--- config.mk ---
export PLATFORM = sky130hd
export DESIGN_NAME = cla_16bit
export DESIGN_NICKNAME = d
export VERILOG_FILES = /design/src/rtl/cla_16bit_pkg.sv /design/src/rtl/cla_16bit_cla_4bit.sv /design/src/rtl/cla_16bit.sv
export SDC_FILE = /design/constraint.sdc
export NUM_CORES = 1
export LEC_CHECK = 0
export ABC_AREA = 0
export CAP_MARGIN = 20
export CORE_ASPECT_RATIO = 0.6
export CORE_MARGIN = 8
export CORE_UTILIZATION = 40
export DETAILED_ROUTE_END_ITERATION = 16
export PLACE_DENSITY = 0.73
export SKIP_CTS_REPAIR_TIMING = 1
export SLEW_MARGIN = 20
export SYNTH_ARGS = -nofsm -noshare
export SYNTH_HDL_FRONTEND = slang
export SYNTH_HIERARCHICAL = 1
export SYNTH_SLANG_ARGS = --single-unit
export TNS_END_PERCENT = 10
--- constraint.sdc ---
create_clock -name clk -period 0.8 [get_ports clk]
set_input_delay 0.2 -clock clk [delete_from_list [all_inputs] [get_ports clk]]
set_output_delay 0.2 -clock clk [all_outputs]
set_load 0.005 [all_outputs]
--- src/rtl/cla_16bit_pkg.sv ---
// Shared constants and result bundle for the saturating 16-bit carry-lookahead adder.
package cla_16bit_pkg;

    localparam int WIDTH  = 16;
    localparam int GROUPS = WIDTH / 4;

    localparam logic [WIDTH-1:0] SAT_POS = 16'h7FFF;
    localparam logic [WIDTH-1:0] SAT_NEG = 16'h8000;

    typedef struct packed {
        logic [WIDTH-1:0] sum;
        logic             cout;
        logic             v;
    } result_t;

    function automatic logic [WIDTH-1:0] sat_value(input logic neg);
        return neg ? SAT_NEG : SAT_POS;
    endfunction

endpackage

--- src/rtl/cla_16bit_cla_4bit.sv ---
// 4-bit carry-lookahead group: internal carries from bit generate/propagate,
// plus group P/G for the second-level lookahead unit.
module cla_4bit (
    input  logic [3:0] a,
    input  logic [3:0] b,
    input  logic       cin,
    output logic [3:0] s,
    output logic       pg,
    output logic       gg
);

    logic [3:0] g;
    logic [3:0] p;
    logic [3:0] c;

    assign g = a & b;
    assign p = a ^ b;

    // Every carry is a flat sum of products of cin; nothing ripples bit to bit.
    assign c[0] = cin;
    assign c[1] = g[0] | (p[0] & cin);
    assign c[2] = g[1] | (p[1] & g[0]) | (p[1] & p[0] & cin);
    assign c[3] = g[2] | (p[2] & g[1]) | (p[2] & p[1] & g[0])
                | (p[2] & p[1] & p[0] & cin);

    assign s  = p ^ c;
    assign pg = &p;
    assign gg = g[3] | (p[3] & g[2]) | (p[3] & p[2] & g[1])
              | (p[3] & p[2] & p[1] & g[0]);

endmodule

--- src/rtl/cla_16bit.sv ---
// Saturating two's-complement add/subtract on a two-level 16-bit CLA,
// with sum, raw carry and overflow registered together (latency 1).
module cla_16bit
    import cla_16bit_pkg::*;
(
    input  logic             clk,
    input  logic             rst_n,
    input  logic [WIDTH-1:0] a,
    input  logic [WIDTH-1:0] b,
    input  logic             sub,
    output logic [WIDTH-1:0] sum,
    output logic             cout,
    output logic             V
);

    logic [WIDTH-1:0]  bx;
    logic [WIDTH-1:0]  raw;
    logic [GROUPS-1:0] gp;
    logic [GROUPS-1:0] gg;
    logic [GROUPS:0]   gc;
    logic              ovf;
    result_t           nxt;
    result_t           q;

    // Subtraction is a + ~b + 1: invert b and feed sub in as the carry.
    assign bx = b ^ {WIDTH{sub}};

    genvar i;
    generate
        for (i = 0; i < GROUPS; i++) begin : g_grp
            cla_4bit u_grp (
                .a   (a[4*i +: 4]),
                .b   (bx[4*i +: 4]),
                .cin (gc[i]),
                .s   (raw[4*i +: 4]),
                .pg  (gp[i]),
                .gg  (gg[i])
            );
        end
    endgenerate

    // Second-level lookahead: group carries expanded, not chained.
    assign gc[0] = sub;
    assign gc[1] = gg[0] | (gp[0] & sub);
    assign gc[2] = gg[1] | (gp[1] & gg[0]) | (gp[1] & gp[0] & sub);
    assign gc[3] = gg[2] | (gp[2] & gg[1]) | (gp[2] & gp[1] & gg[0])
                 | (gp[2] & gp[1] & gp[0] & sub);
    assign gc[4] = gg[3] | (gp[3] & gg[2]) | (gp[3] & gp[2] & gg[1])
                 | (gp[3] & gp[2] & gp[1] & gg[0])
                 | (gp[3] & gp[2] & gp[1] & gp[0] & sub);

    assign ovf = (a[WIDTH-1] == bx[WIDTH-1]) && (raw[WIDTH-1] != a[WIDTH-1]);

    always_comb begin
        // NOTE: assign every field a default first so no path leaves a latch.
        nxt      = '0;
        nxt.cout = gc[GROUPS];
        nxt.v    = ovf;
        nxt.sum  = ovf ? sat_value(a[WIDTH-1]) : raw;
    end

    always_ff @(posedge clk or negedge rst_n) begin
        // NOTE: non-blocking assignment for all registered state.
        if (!rst_n) q <= '0;
        else        q <= nxt;
    end

    assign sum  = q.sum;
    assign cout = q.cout;
    assign V    = q.v;

endmodule

==> flow_metrics.env <==
export IMPL_routed_wl_um=4620
export IMPL_rsz0062_at_grt="true"
export IMPL_fmax_ghz=0.374
export IMPL_crit_slowest_cell="nor3b_4"
export IMPL_syn_avg_cell_area_um2=10.5
export IMPL_vias=1452
export IMPL_status="finished with violations"
export IMPL_crit_chain="dlymetal6s2s_1 > xor2_2 > ha_4 > a21oi_2 > nand2_1 > a21o_1 > a21o_1 > a21o_1 > a21o_1 > nand4_1 > nand3_2 > xor2_2 > nor3b_4 > clkbuf_16 > o21a_1"
export IMPL_setup_slack_ps=-1870
export IMPL_start_util_pct=42.2
export IMPL_crit_type="input pin to register"
export IMPL_clk_path_buf_depth=2
export IMPL_overflow=0
export IMPL_grt_pass1_vias=1561
export IMPL_ys_seq_area_share_pct=28.7
export IMPL_ant_nets=0
export IMPL_hold_viol=0
export IMPL_place_area_um2=2420
export IMPL_design_area_um2=2640
export IMPL_cpMostUsedCell="a21o_1"
export IMPL_layout_commonest_cell="buf_4"
export IMPL_die_area_um2=6250
export IMPL_final_cell_mix="38 x buf_4, 22 x clkdlybuf4s50_1, 18 x dfrtp_1, 18 x clkbuf_2"
export IMPL_drive_gt1_share_pct=39.0
export IMPL_diodes=0
export IMPL_critPathBufInv=2
export IMPL_place_hpwl_um=3330
export IMPL_required_ps=990
export IMPL_ios=53
export IMPL_finalSetupViolations=36
export IMPL_drc=0
export IMPL_num_fill_cells=262
export IMPL_whs_ps=287
export IMPL_synth_seq_cells=18
export IMPL_synth_area_um2=1570
export IMPL_dr_pass1_iters=4
export IMPL_ir_worst_vdd_mv=1.35
export IMPL_hold_path_class="input pin to async pin"
export IMPL_grt_usage_pct=12.6
export IMPL_relSlewSlack_pct=80.4
export IMPL_yosys_area_top_type="dfrtp_1"
export IMPL_port_buffers=52
export IMPL_syn_nets=209
export IMPL_wl_per_cell_um=15.8
export IMPL_pre_cts_ws_ps=-2500
export IMPL_place_congestion=0.790
export IMPL_via_per_inst=4.96
export IMPL_ys_warn_count=6
export IMPL_root_buffer="clkbuf_8"
export IMPL_core_area_um2=3720
export IMPL_cts_tree="built"
export IMPL_setup_worst_path_end_class="register"
export IMPL_power_density_nw_per_um2=1760
export IMPL_violations="setup timing"
export IMPL_slew_viol_final=0
export IMPL_area_growth_pct=68.3
export IMPL_cp_top_family="compound AO/OA/AOI/OAI gates"
export IMPL_fp_dieW_um=96.9
export IMPL_grt_pass1_wl_um=6710
export IMPL_synth_cell_types=22
export IMPL_maxCapViolations=0
export IMPL_ys_top_cells_by_area="dfrtp_1 29%, ha_1 16%, xor2_1 11%"
export IMPL_p_leak_uw=0.00142
export IMPL_worstMarginPinSlew_ps=293
export IMPL_fin_crit_sh_pct=334
export IMPL_clk_pin_slew_ps=70
export IMPL_finalCriticalPeriod_ps=2670
export IMPL_arrival_ps=2870
export IMPL_cts_buffers=3
export IMPL_critical_path_max_stage_delay_ps=340
export IMPL_synth_top_area_share_pct=28.7
export IMPL_final_nets=306
export IMPL_rows=17
export IMPL_syn_inst=150
export IMPL_grt_max_degree=19
export IMPL_final_util_pct=71.0
export IMPL_drt_iter0_markers=42
export IMPL_clkSinkCount=18
export IMPL_die_h_um=64.5
export IMPL_cp_start_kind="input pin"
export IMPL_cts_htree_levels=1
export IMPL_critPathMaxFanout=8
export IMPL_antenna_found_initial=0
export IMPL_p_total_uw=4640
-- logic make-up (layout without fill, tap and decap cells) --
family / count (synthesis) / count (layout) / synth area share (%)
compound gates: 36 / 36 / 17.0
flops: 18 / 18 / 28.7
fa+ha+maj: 25 / 25 / 21.7
simple gates: 23 / 23 / 9.96
xor+xnor: 28 / 28 / 16.8
buf+inv: 20 / 116 / 5.90
-- path summary, 6_finish.rpt --
path                        from           endpoint  cells past startpoint
max in group asynchronous  rst_n  sum[14]$_DFF_PN0_                      2
min                        rst_n   sum[8]$_DFF_PN0_                      2
min in group clk            a[0]   sum[0]$_DFF_PN0_                      5
max                         b[2]   sum[3]$_DFF_PN0_                     15
-- registers in the layout, indices dropped and copies added, names as in the netlist --
signal and count:
sum 16, cout 1, V 1
-- cell usage after synthesis, drive strengths merged --
library cell / count
a21o: 14
a21oi: 8
a31o: 1
and4: 4
buf: 4
dfrtp: 18
fa: 4
ha: 20
inv: 16
maj3: 1
nand2: 4
nand2b: 1
nand3: 8
nand3b: 1
nand4: 4
nor3b: 1
o21a: 13
xnor2: 8
xor2: 20
-- final cells by class --
cell class	instances	area (µm²)	area share [%]
inverter	16	60.1	2.27
clock buffer	4	55.1	2.08
timing repair buffer	96	865	32.7
multi-input combinational	112	1150	43.7
tap	47	58.8	2.23
sequential	18	450	17.0
-- through the flow --
stage | cells | TNS (ps)
after floorplan | 150 | -32900
after global placement | 279 | -45270
after detailed placement | 279 | -47220
after CTS | 283 | -47970
after global routing | 293 | -35790
final | 293 | -34010
-- report_power, final --
| part | internal, µW | switching (µW) |
|---|---|---|
| Clock | 438 | 299 |
| Sequential | 1220 | 93.5 |
| Combinational | 1480 | 1110 |
| Total | 3130 | 1510 |
-- per-layer routing --
layer | vias up | track usage (%) | share of wire [%]
met5 | - | 0 | 0
met4 | 0 | 4.00 | 1.4
met3 | 11 | 3.49 | 4.7
met2 | 47 | 24.0 | 54
met1 | 683 | 13.3 | 40
li1 | 711 | - | -
(Power assumes the default switching activity.)
